==> config.mk <==
export PLATFORM = sky130hd
export DESIGN_NAME = regfile_scoreboard_flat
export DESIGN_NICKNAME = d
export VERILOG_FILES = /design/src/rtl/regfile_scoreboard_if.sv /design/src/rtl/regfile_scoreboard.sv /design/src/flat_wrapper.sv
export SDC_FILE = /design/constraint.sdc
export NUM_CORES = 2
export LEC_CHECK = 0
export BUFFER_PORTS_ARGS = -buffer_cell sky130_fd_sc_hd__buf_2
export CORE_UTILIZATION = 40
export DETAILED_ROUTE_END_ITERATION = 7
export SYNTH_ARGS = -nofsm -noshare
export SYNTH_HDL_FRONTEND = slang
export SYNTH_SLANG_ARGS = --single-unit
==> constraint.sdc <==
create_clock -name clock -period 4.1 [get_ports clock]
set_clock_uncertainty 0.15 [all_clocks]
set_input_delay 0.82 -clock clock [delete_from_list [all_inputs] [get_ports clock]]
set_output_delay 0.82 -clock clock [all_outputs]
set_load 0.02 [all_outputs]
==> src/rtl/regfile_scoreboard_if.sv <==
// Issue, writeback and read-port bundle for regfile_scoreboard.
// The master side is the issuing pipeline; the slave side is the register file.
interface regfile_scoreboard_if #(
    parameter int WIDTH      = 32,
    parameter int DEPTH      = 32,
    parameter int READ_PORTS = 2
);
    localparam int TAG_W = $clog2(DEPTH);

    logic                          issue_valid;
    logic [TAG_W-1:0]              issue_rd;
    logic                          issue_ready;
    logic                          wb_valid;
    logic [TAG_W-1:0]              wb_rd;
    logic [WIDTH-1:0]              wb_data;
    logic [READ_PORTS*TAG_W-1:0]   rs_addr;
    logic [READ_PORTS*WIDTH-1:0]   rs_data;
    logic [READ_PORTS-1:0]         rs_busy;
    logic                          wb_error;

    modport master (
        output issue_valid, issue_rd, wb_valid, wb_rd, wb_data, rs_addr,
        input  issue_ready, rs_data, rs_busy, wb_error
    );

    modport slave (
        input  issue_valid, issue_rd, wb_valid, wb_rd, wb_data, rs_addr,
        output issue_ready, rs_data, rs_busy, wb_error
    );
endinterface

==> src/rtl/regfile_scoreboard.sv <==
// Register file with per-register pending-write counters and combinational read ports.
// Define REGFILE_BYPASS_EN to forward a same-cycle writeback onto matching read ports.
module regfile_scoreboard #(
    parameter int WIDTH      = 32,
    parameter int DEPTH      = 32,
    parameter int READ_PORTS = 2,
    parameter int PEND_BITS  = 2
) (
    input logic                clock,
    input logic                reset_n,
    regfile_scoreboard_if.slave bus
);
    localparam int TAG_W = $clog2(DEPTH);
    localparam logic [PEND_BITS-1:0] PEND_MAX = '1;
    localparam logic [PEND_BITS-1:0] PEND_ONE = PEND_BITS'(1);

    logic [WIDTH-1:0]     regs_q [DEPTH];
    logic [WIDTH-1:0]     regs_d [DEPTH];
    logic [PEND_BITS-1:0] cnt_q  [DEPTH];
    logic [PEND_BITS-1:0] cnt_d  [DEPTH];
    logic                 wb_error_q;
    logic                 wb_error_d;

    logic issue_ready;
    logic issue_inc;
    logic wb_write;
    logic wb_dec;
    logic same_reg;

    logic [TAG_W-1:0]            rs_tag [READ_PORTS];
    logic [READ_PORTS*WIDTH-1:0] rs_data_c;
    logic [READ_PORTS-1:0]       rs_busy_c;

    always_comb begin
        issue_ready = (bus.issue_rd == '0) || (cnt_q[bus.issue_rd] != PEND_MAX);
        issue_inc   = bus.issue_valid && issue_ready && (bus.issue_rd != '0);
        wb_write    = bus.wb_valid && (bus.wb_rd != '0);
        wb_dec      = wb_write && (cnt_q[bus.wb_rd] != '0);
        same_reg    = (bus.issue_rd == bus.wb_rd);
    end

    // Issue and retire on the same register cancel, so the counter never moves.
    always_comb begin
        regs_d     = regs_q;
        cnt_d      = cnt_q;
        wb_error_d = wb_error_q;
        if (wb_write) begin
            regs_d[bus.wb_rd] = bus.wb_data;
            if (cnt_q[bus.wb_rd] == '0) begin
                wb_error_d = 1'b1;
            end
        end
        if (issue_inc && !(wb_dec && same_reg)) begin
            cnt_d[bus.issue_rd] = cnt_q[bus.issue_rd] + PEND_ONE;
        end
        if (wb_dec && !(issue_inc && same_reg)) begin
            cnt_d[bus.wb_rd] = cnt_q[bus.wb_rd] - PEND_ONE;
        end
    end

    always_ff @(posedge clock or negedge reset_n) begin
        if (!reset_n) begin
            for (int i = 0; i < DEPTH; i++) begin
                regs_q[i] <= '0;
                cnt_q[i]  <= '0;
            end
            wb_error_q <= 1'b0;
        end else begin
            regs_q     <= regs_d;
            cnt_q      <= cnt_d;
            wb_error_q <= wb_error_d;
        end
    end

    always_comb begin
        rs_tag = '{default: '0};
        for (int p = 0; p < READ_PORTS; p++) begin
            rs_tag[p] = bus.rs_addr[p*TAG_W +: TAG_W];
        end
    end

`ifdef REGFILE_BYPASS_EN
    logic [READ_PORTS-1:0] rs_hit;

    // Forwarding is gated by reset_n so outputs hold zero while reset is asserted.
    always_comb begin
        rs_data_c = '0;
        rs_busy_c = '0;
        rs_hit    = '0;
        for (int p = 0; p < READ_PORTS; p++) begin
            rs_hit[p] = reset_n && wb_write && (bus.wb_rd == rs_tag[p]);
            rs_data_c[p*WIDTH +: WIDTH] = rs_hit[p] ? bus.wb_data : regs_q[rs_tag[p]];
            rs_busy_c[p] = (rs_tag[p] != '0) &&
                           ((cnt_q[rs_tag[p]] - ((rs_hit[p] && wb_dec) ? PEND_ONE : '0)) != '0);
        end
    end
`else
    always_comb begin
        rs_data_c = '0;
        rs_busy_c = '0;
        for (int p = 0; p < READ_PORTS; p++) begin
            rs_data_c[p*WIDTH +: WIDTH] = regs_q[rs_tag[p]];
            rs_busy_c[p] = (rs_tag[p] != '0) && (cnt_q[rs_tag[p]] != '0);
        end
    end
`endif

    assign bus.issue_ready = issue_ready;
    assign bus.rs_data     = rs_data_c;
    assign bus.rs_busy     = rs_busy_c;
    assign bus.wb_error    = wb_error_q;

endmodule
==> src/flat_wrapper.sv <==
// flat-port wrapper written by rule: the top's interface ports become plain ports
module regfile_scoreboard_flat 
#(
    parameter int WIDTH      = 32,
    parameter int DEPTH      = 32,
    parameter int READ_PORTS = 2,
    parameter int PEND_BITS  = 2
)
  (clock, reset_n, bus_issue_valid, bus_issue_rd, bus_wb_valid, bus_wb_rd, bus_wb_data, bus_rs_addr, bus_issue_ready, bus_rs_data, bus_rs_busy, bus_wb_error);
  regfile_scoreboard_if #(.WIDTH(WIDTH), .DEPTH(DEPTH), .READ_PORTS(READ_PORTS)) bus_i ();
  input logic clock;
  input logic reset_n;
  input wire logic [$bits(bus_i.issue_valid)-1:0] bus_issue_valid;
  input wire logic [$bits(bus_i.issue_rd)-1:0] bus_issue_rd;
  input wire logic [$bits(bus_i.wb_valid)-1:0] bus_wb_valid;
  input wire logic [$bits(bus_i.wb_rd)-1:0] bus_wb_rd;
  input wire logic [$bits(bus_i.wb_data)-1:0] bus_wb_data;
  input wire logic [$bits(bus_i.rs_addr)-1:0] bus_rs_addr;
  output wire logic [$bits(bus_i.issue_ready)-1:0] bus_issue_ready;
  output wire logic [$bits(bus_i.rs_data)-1:0] bus_rs_data;
  output wire logic [$bits(bus_i.rs_busy)-1:0] bus_rs_busy;
  output wire logic [$bits(bus_i.wb_error)-1:0] bus_wb_error;
  assign bus_i.issue_valid = bus_issue_valid;
  assign bus_i.issue_rd = bus_issue_rd;
  assign bus_i.wb_valid = bus_wb_valid;
  assign bus_i.wb_rd = bus_wb_rd;
  assign bus_i.wb_data = bus_wb_data;
  assign bus_i.rs_addr = bus_rs_addr;
  assign bus_issue_ready = bus_i.issue_ready;
  assign bus_rs_data = bus_i.rs_data;
  assign bus_rs_busy = bus_i.rs_busy;
  assign bus_wb_error = bus_i.wb_error;
  regfile_scoreboard #(.WIDTH(WIDTH), .DEPTH(DEPTH), .READ_PORTS(READ_PORTS), .PEND_BITS(PEND_BITS)) u_core (.clock(clock), .reset_n(reset_n), .bus(bus_i));
endmodule
== Word level (Yosys, flattened, before mapping) ==
Cells that the tools add are included.
Cells by class
  add/sub/neg operators: 2
  order comparisons: 6
  equality and inequality tests: 2
  mux-type cells: 29
  bitwise logic cells: 4
  reductions and logical operators: 25
Operator list (number)
  1024-bit bitwise mux: 1
  32-bit binary-select mux with 5-bit select: 2
  32-bit demux with 5-bit select: 1
  32-bit two-way mux: 5
  64-bit bitwise mux: 2
  64-bit two-way mux: 2
  2-bit binary-select mux with 5-bit select: 4
  6-bit greater-or-equal comparator (second input constant): 4
  5-bit NOT with 6-bit output: 4
  2-bit demux with 5-bit select: 2
  2-bit two-way mux: 10
  5-bit nonzero test: 4
  1-bit logical AND: 12
  6-bit by 1-bit < comparator with 1-bit output (second input constant): 2
  2-bit nonzero test: 3
  5-bit == test: 1
  5-bit logical NOT: 1
  2-bit by 1-bit adder with 2-bit output (second input constant): 1
  1-bit logical NOT: 2
  2-bit logical NOT: 1
  2-bit inequality test (second input constant): 1
  2-bit AND reduction: 1
  2-bit by 1-bit subtractor with 2-bit output (second input constant): 1
  1-bit logical OR: 1
Word-level totals
  flip-flop bits (word level): 1089
  input bits: 56
  output and inout port bits: 68
  logic and storage cells: 133

== Depth between registers and ports, before layout ==
  depth after elaboration: 12
  gate-level depth with buffers: 18
  depth with buffers taken out: 11

== Worst setup path before layout ==
Ideal clock, no wire load.
  path type: in2reg
  from: in bus_issue_rd[0]
  to: reg u_core.cnt_q[18] (netlist name)
  setup time: 125 ps
  arrival: 3784 ps
  data required time: 3825 ps
  setup slack: 41 ps
  stages on the path: 14
  buffers on the path: 4
  cells stage by stage: buf_4 buf_4 buf_2 mux4_2 nor2b_1 a21oi_1 nand4_1 ha_1 nor2b_1 clkbuf_1 nand2_1 nor3_1 mux2_2 mux2_2
RTL lines
  start: declaration: RTL line flat_wrapper.sv:14  | input wire logic [$bits(bus_i.issue_rd)-1:0] bus_issue_rd;
  end signal: assignment: RTL line regfile_scoreboard.sv:70  | cnt_q <= cnt_d;
  end: declaration: RTL line regfile_scoreboard.sv:19  | logic [PEND_BITS-1:0] cnt_q [DEPTH];

== Final worst setup path ==
  from: in bus_rs_addr[5]
  to: out bus_rs_data[63]
On the way
  word-level cells in the longest chain between the ends: 4
RTL lines
  start: declaration: RTL line flat_wrapper.sv:18  | input wire logic [$bits(bus_i.rs_addr)-1:0] bus_rs_addr;
  5-bit NOT with 6-bit output (not written as such): RTL line regfile_scoreboard.sv:102  | rs_data_c[p*WIDTH +: WIDTH] = regs_q[rs_tag[p]];
  32-bit binary-select mux with 5-bit select: RTL line regfile_scoreboard.sv:102
  32-bit two-way mux (not written as such) (2 in series): RTL line regfile_scoreboard.sv:102
  end: declaration: RTL line flat_wrapper.sv:20  | output wire logic [$bits(bus_i.rs_data)-1:0] bus_rs_data;
Every way passes these cells. The select of a mux whose other input is x is not followed.

==> impl_metrics.prom <==
# TYPE chip_impl_metric gauge
chip_impl_metric{name="viasPerCell",unit=""} 6.27
chip_impl_metric{name="cp.buffers_inverters",unit=""} 4
chip_impl_metric{name="grt_antenna_before_repair",unit=""} 15
chip_impl_metric{name="area_growth_syn_to_layout",unit="%"} 14.9
chip_impl_metric{name="drc_markers",unit=""} 0
chip_impl_info{name="hold_class",value="register to register"} 1
chip_impl_metric{name="met1_length",unit="um"} 78200
chip_impl_metric{name="grt_pass1_wl",unit="um"} 272000
chip_impl_info{name="setup.worst_path.class",value="input pin to output pin"} 1
chip_impl_metric{name="avgRoutedWirePerCell",unit="um"} 31.6
chip_impl_info{name="timing.critical_path.slowest_stage_cell",value="mux4_2"} 1
chip_impl_metric{name="detail_route_antenna_nets",unit=""} 0
chip_impl_metric{name="yosys_warnings",unit=""} 0
chip_impl_info{name="synthFlopType",value="dfrtp_1"} 1
chip_impl_metric{name="core_area",unit="mm2"} 0.147
chip_impl_metric{name="route.met2.wl",unit="um"} 89400
chip_impl_metric{name="placedCellCount",unit=""} 5601
chip_impl_metric{name="floorplan.initialDensity",unit="%"} 40.3
chip_impl_metric{name="drt_iter0_drc",unit=""} 3411
chip_impl_metric{name="global_route.overflow_total",unit=""} 0
chip_impl_metric{name="via_count_of_the_first_global_routing_pass",unit=""} 38028
chip_impl_metric{name="final_count_of_pins_violating_max_slew",unit=""} 0
chip_impl_metric{name="power.leakage",unit="uW"} 0.0290
chip_impl_metric{name="ys_seq_elements",unit=""} 1089
chip_impl_metric{name="power.share.combinational",unit="%"} 23.9
chip_impl_metric{name="ys_seq_area_share",unit="%"} 45.9
chip_impl_metric{name="postSynthCellCount",unit=""} 3702
chip_impl_metric{name="grt_util_overall",unit="%"} 24.7
chip_impl_metric{name="cts_max_path_buffers",unit=""} 3
chip_impl_metric{name="cts_hold_repair.buffers",unit=""} 1
chip_impl_metric{name="setup_viol",unit=""} 0
chip_impl_metric{name="sequentialPowerShare",unit="%"} 43.5
chip_impl_metric{name="switchingPower",unit="uW"} 9980
chip_impl_metric{name="largest_net_degree_at_the_start_of_global_routing",unit=""} 104
chip_impl_metric{name="number_of_levels_the_h_tree_was_split_into",unit=""} 3
chip_impl_metric{name="power.density_cell_area",unit="mW/mm2"} 503
chip_impl_info{name="route.top_layer_used",value="met5"} 1
chip_impl_metric{name="syn_area_per_cell",unit="um2"} 16.0
chip_impl_metric{name="timing.final.crit_period",unit="ns"} 3.95
chip_impl_metric{name="reg2reg_setup_slack",unit="ns"} 0.74
chip_impl_metric{name="post_synth_num_cell_types",unit=""} 46
chip_impl_metric{name="post_cts.repair.setup_buffers",unit=""} 0
chip_impl_metric{name="cts_made_buffers",unit=""} 118
chip_impl_metric{name="final-hold-violation-count",unit=""} 0
chip_impl_metric{name="max_slew_margin",unit="%"} 43.3
chip_impl_metric{name="clock_power_share",unit="%"} 32.6
chip_impl_metric{name="sw_frac_of_total",unit="%"} 29.1
chip_impl_metric{name="drive_above_1_share",unit="%"} 61.2
chip_impl_metric{name="cell_internal_pwr",unit="uW"} 24300
chip_impl_info{name="status",value="complete, no violations"} 1
chip_impl_metric{name="synth_enable_flop_cells",unit=""} 0
chip_impl_metric{name="fill_cells",unit=""} 12783
chip_impl_metric{name="critPathMaxFanout",unit=""} 18
chip_impl_metric{name="clkTransAtPathRegs",unit="ns"} 0.06
chip_impl_metric{name="total_vias_in_the_final_route",unit=""} 36473
chip_impl_metric{name="place.detailed.hpwl",unit="um"} 113000
chip_impl_info{name="cp-start-kind",value="input pin"} 1
chip_impl_metric{name="power.ir.vdd_worst",unit="V"} 0.000376
chip_impl_metric{name="routed_wirelength",unit="um"} 183000
chip_impl_metric{name="fin_nets",unit=""} 3850
chip_impl_info{name="cpLargestDelayFamily",value="multiplexers"} 1
chip_impl_metric{name="critical_path_arrival",unit="ns"} 2.98
chip_impl_metric{name="final_instance_area",unit="mm2"} 0.0682
chip_impl_metric{name="max_slew.worst_pin.slew",unit="ns"} 0.848
chip_impl_metric{name="worst_path_largest_cell_delay",unit="ns"} 0.53
chip_impl_metric{name="period_share",unit="%"} 96.4
chip_impl_metric{name="placementRows",unit=""} 141
chip_impl_metric{name="fmaxAchievable",unit="MHz"} 253
chip_impl_metric{name="syn_nets",unit=""} 3760
chip_impl_metric{name="clkSinkCount",unit=""} 1089
chip_impl_metric{name="drv_cap",unit=""} 0
chip_impl_metric{name="timing.critical_path.required",unit="ns"} 3.13
chip_impl_metric{name="area_enclosed_by_the_die_boundary",unit="mm2"} 0.150
chip_impl_info{name="path_cells",value="buf_8 > buf_12 > buf_12 > mux4_2 > mux4_2 > mux2_2 > buf_2"} 1
chip_impl_metric{name="die_height",unit="um"} 387
chip_impl_metric{name="post_synth_instance_area",unit="mm2"} 0.0594
chip_impl_info{name="ctsRootBufferMaster",value="clkbuf_16"} 1
chip_impl_metric{name="die-width",unit="um"} 387
chip_impl_info{name="rsz0062_at_grt",value="false"} 1
chip_impl_metric{name="fin_tns_setup",unit="ns"} 0
chip_impl_metric{name="multi_input_area",unit="mm2"} 0.0304
chip_impl_metric{name="final_cell_count_no_fill",unit=""} 5816
chip_impl_info{name="setup.worst_path.end_class",value="output pin"} 1
chip_impl_metric{name="num_io_pins",unit=""} 124
chip_impl_info{name="cts_tree",value="done"} 1
chip_impl_metric{name="dp_worst_setup_slack",unit="ns"} -0.0459
chip_impl_metric{name="seqCellArea",unit="mm2"} 0.0273
chip_impl_metric{name="cts_resized",unit=""} 0
chip_impl_metric{name="layout_utilization",unit="%"} 46.2
chip_impl_metric{name="gp_congestion",unit=""} 0.960
chip_impl_metric{name="clk_latency",unit="ns"} 0.74
chip_impl_metric{name="first_pass_iters",unit=""} 6
chip_impl_metric{name="setup_slack",unit="ns"} 0.148
chip_impl_metric{name="placedInstanceArea",unit="mm2"} 0.0641
chip_impl_metric{name="synthArstFlopShare",unit="%"} 100
chip_impl_metric{name="met3RoutedLength",unit="um"} 10500
chip_impl_metric{name="port_buffers",unit=""} 123
## state kept, by name, summed over array words and instances, names as in the netlist
| name | flops |
|---|---|
| u_core.cnt_q | 64 |
| u_core.regs_q | 1024 |
| u_core.bus.wb_error | 1 |
## final cells by class
class | instances | share of cell area (%)
clock inverters | 51 | 1.00
flip-flops and latches | 1089 | 40.0
diodes | 1 | 0.00367
well taps | 1930 | 3.54
clock buffers | 162 | 4.94
multi-input cells | 2181 | 44.5
repair buffers | 398 | 6.04
inverters | 4 | 0.0220
## layer usage
metal / vias up / track usage (%)
met1: 20176 / 34.7
met4: 8 / 7.49
met3: 325 / 3.38
li1: 14700 / -
met2: 1264 / 39.9
met5: - / 0
## worst register-to-register path: cells and delay by family, from the launching register on
| family | cells | cell delay [ns] |
|---|---|---|
| AOI/OAI and AO/OA | 3 | 0.70 |
| adders and majority gates | 1 | 0.20 |
| buffers and inverters | 2 | 0.25 |
| muxes | 3 | 0.84 |
| DFF | 1 | 0.51 |
| and+or+nand+nor | 3 | 0.60 |
## metrics by stage
| stage | hold slack, ns | total power (uW) |
|---|---|---|
| after CTS | 0.247 | 34500 |
| after global routing | 0.257 | 35700 |
| after detailed placement | 0.233 | 23200 |
| after global placement | 0.229 | 23000 |
| final | 0.243 | 34300 |
| after floorplan | 0.291 | 20300 |
## layout by cell type, fill, tap and decap left out, types with 12 or more instances in the layout
cell,Yosys,routed
dfrtp_1,1089,1089
bufinv_16,0,12
nor3_1,26,26
nand3_1,26,25
clkinv_2,0,17
nand2_1,20,14
buf_12,0,109
a21oi_1,33,33
nor2_4,0,24
nor2_1,91,67
clkbuf_8,0,25
a22oi_1,15,15
clkbuf_16,0,118
mux4_2,667,667
nand4_1,27,27
a211oi_1,12,12
mux2i_1,112,112
buf_4,49,169
buf_2,128,112
clkbuf_1,223,19
mux2_2,1080,1080
## synthesized netlist by cell type (all sizes together), types with 4 or more instances
master	n	share of area, %
mux4	667	25
clkbuf	224	1.4
dfrtp	1089	46
a211oi	13	0.19
o221ai	5	0.074
mux2	1082	21
a22oi	15	0.19
nor2b	6	0.063
nor4b	4	0.095
buf	204	1.9
nand3b	7	0.089
nor2	92	0.59
mux2i	112	1.9
xor2	5	0.074
or3b	4	0.059
nand2	20	0.13
nand3	26	0.22
a21oi	33	0.28
o21ai	4	0.034
or3	4	0.042
nor3b	4	0.051
nand4	27	0.28
nor3	27	0.25
inv	4	0.025
and3	6	0.063
## cells by family after synthesis
| group | synth area share (%) |
|---|---|
| AOI/OAI and AO/OA | 0.845 |
| xor gates and xnor gates | 0.0737 |
| adders and majority gates | 0.0421 |
| buffers and inverters | 3.39 |
| DFF | 45.9 |
| muxes | 47.7 |
| and+or+nand+nor | 2.05 |
## path summary, 6_finish.rpt
path / from / endpoint / cells after the start
worst min-delay path: u_core.regs_q[1002] / u_core.regs_q[1002] / 0
min in group asynchronous: reset_n / u_core.regs_q[709] / 2
max in group asynchronous: reset_n / u_core.regs_q[313] / 4
worst min register to register: u_core.regs_q[1002] / u_core.regs_q[1002] / 0
worst max-delay path: bus_rs_addr[5] / bus_rs_data[63] / 7
worst max register to register: u_core.cnt_q[38] / u_core.cnt_q[18] / 12
## power groups by stage
| stage | logic, uW | clock network [uW] | registers [uW] |
|---|---|---|---|
| floorplan | 6130 | 0 | 14200 |
| global placement | 8100 | 0 | 14900 |
| detailed placement | 8230 | 0 | 15000 |
| CTS | 8260 | 11400 | 14800 |
| global route | 8740 | 11800 | 15200 |
| finish | 8180 | 11200 | 14900 |
Note: power is estimated with default switching activity, not from simulation.
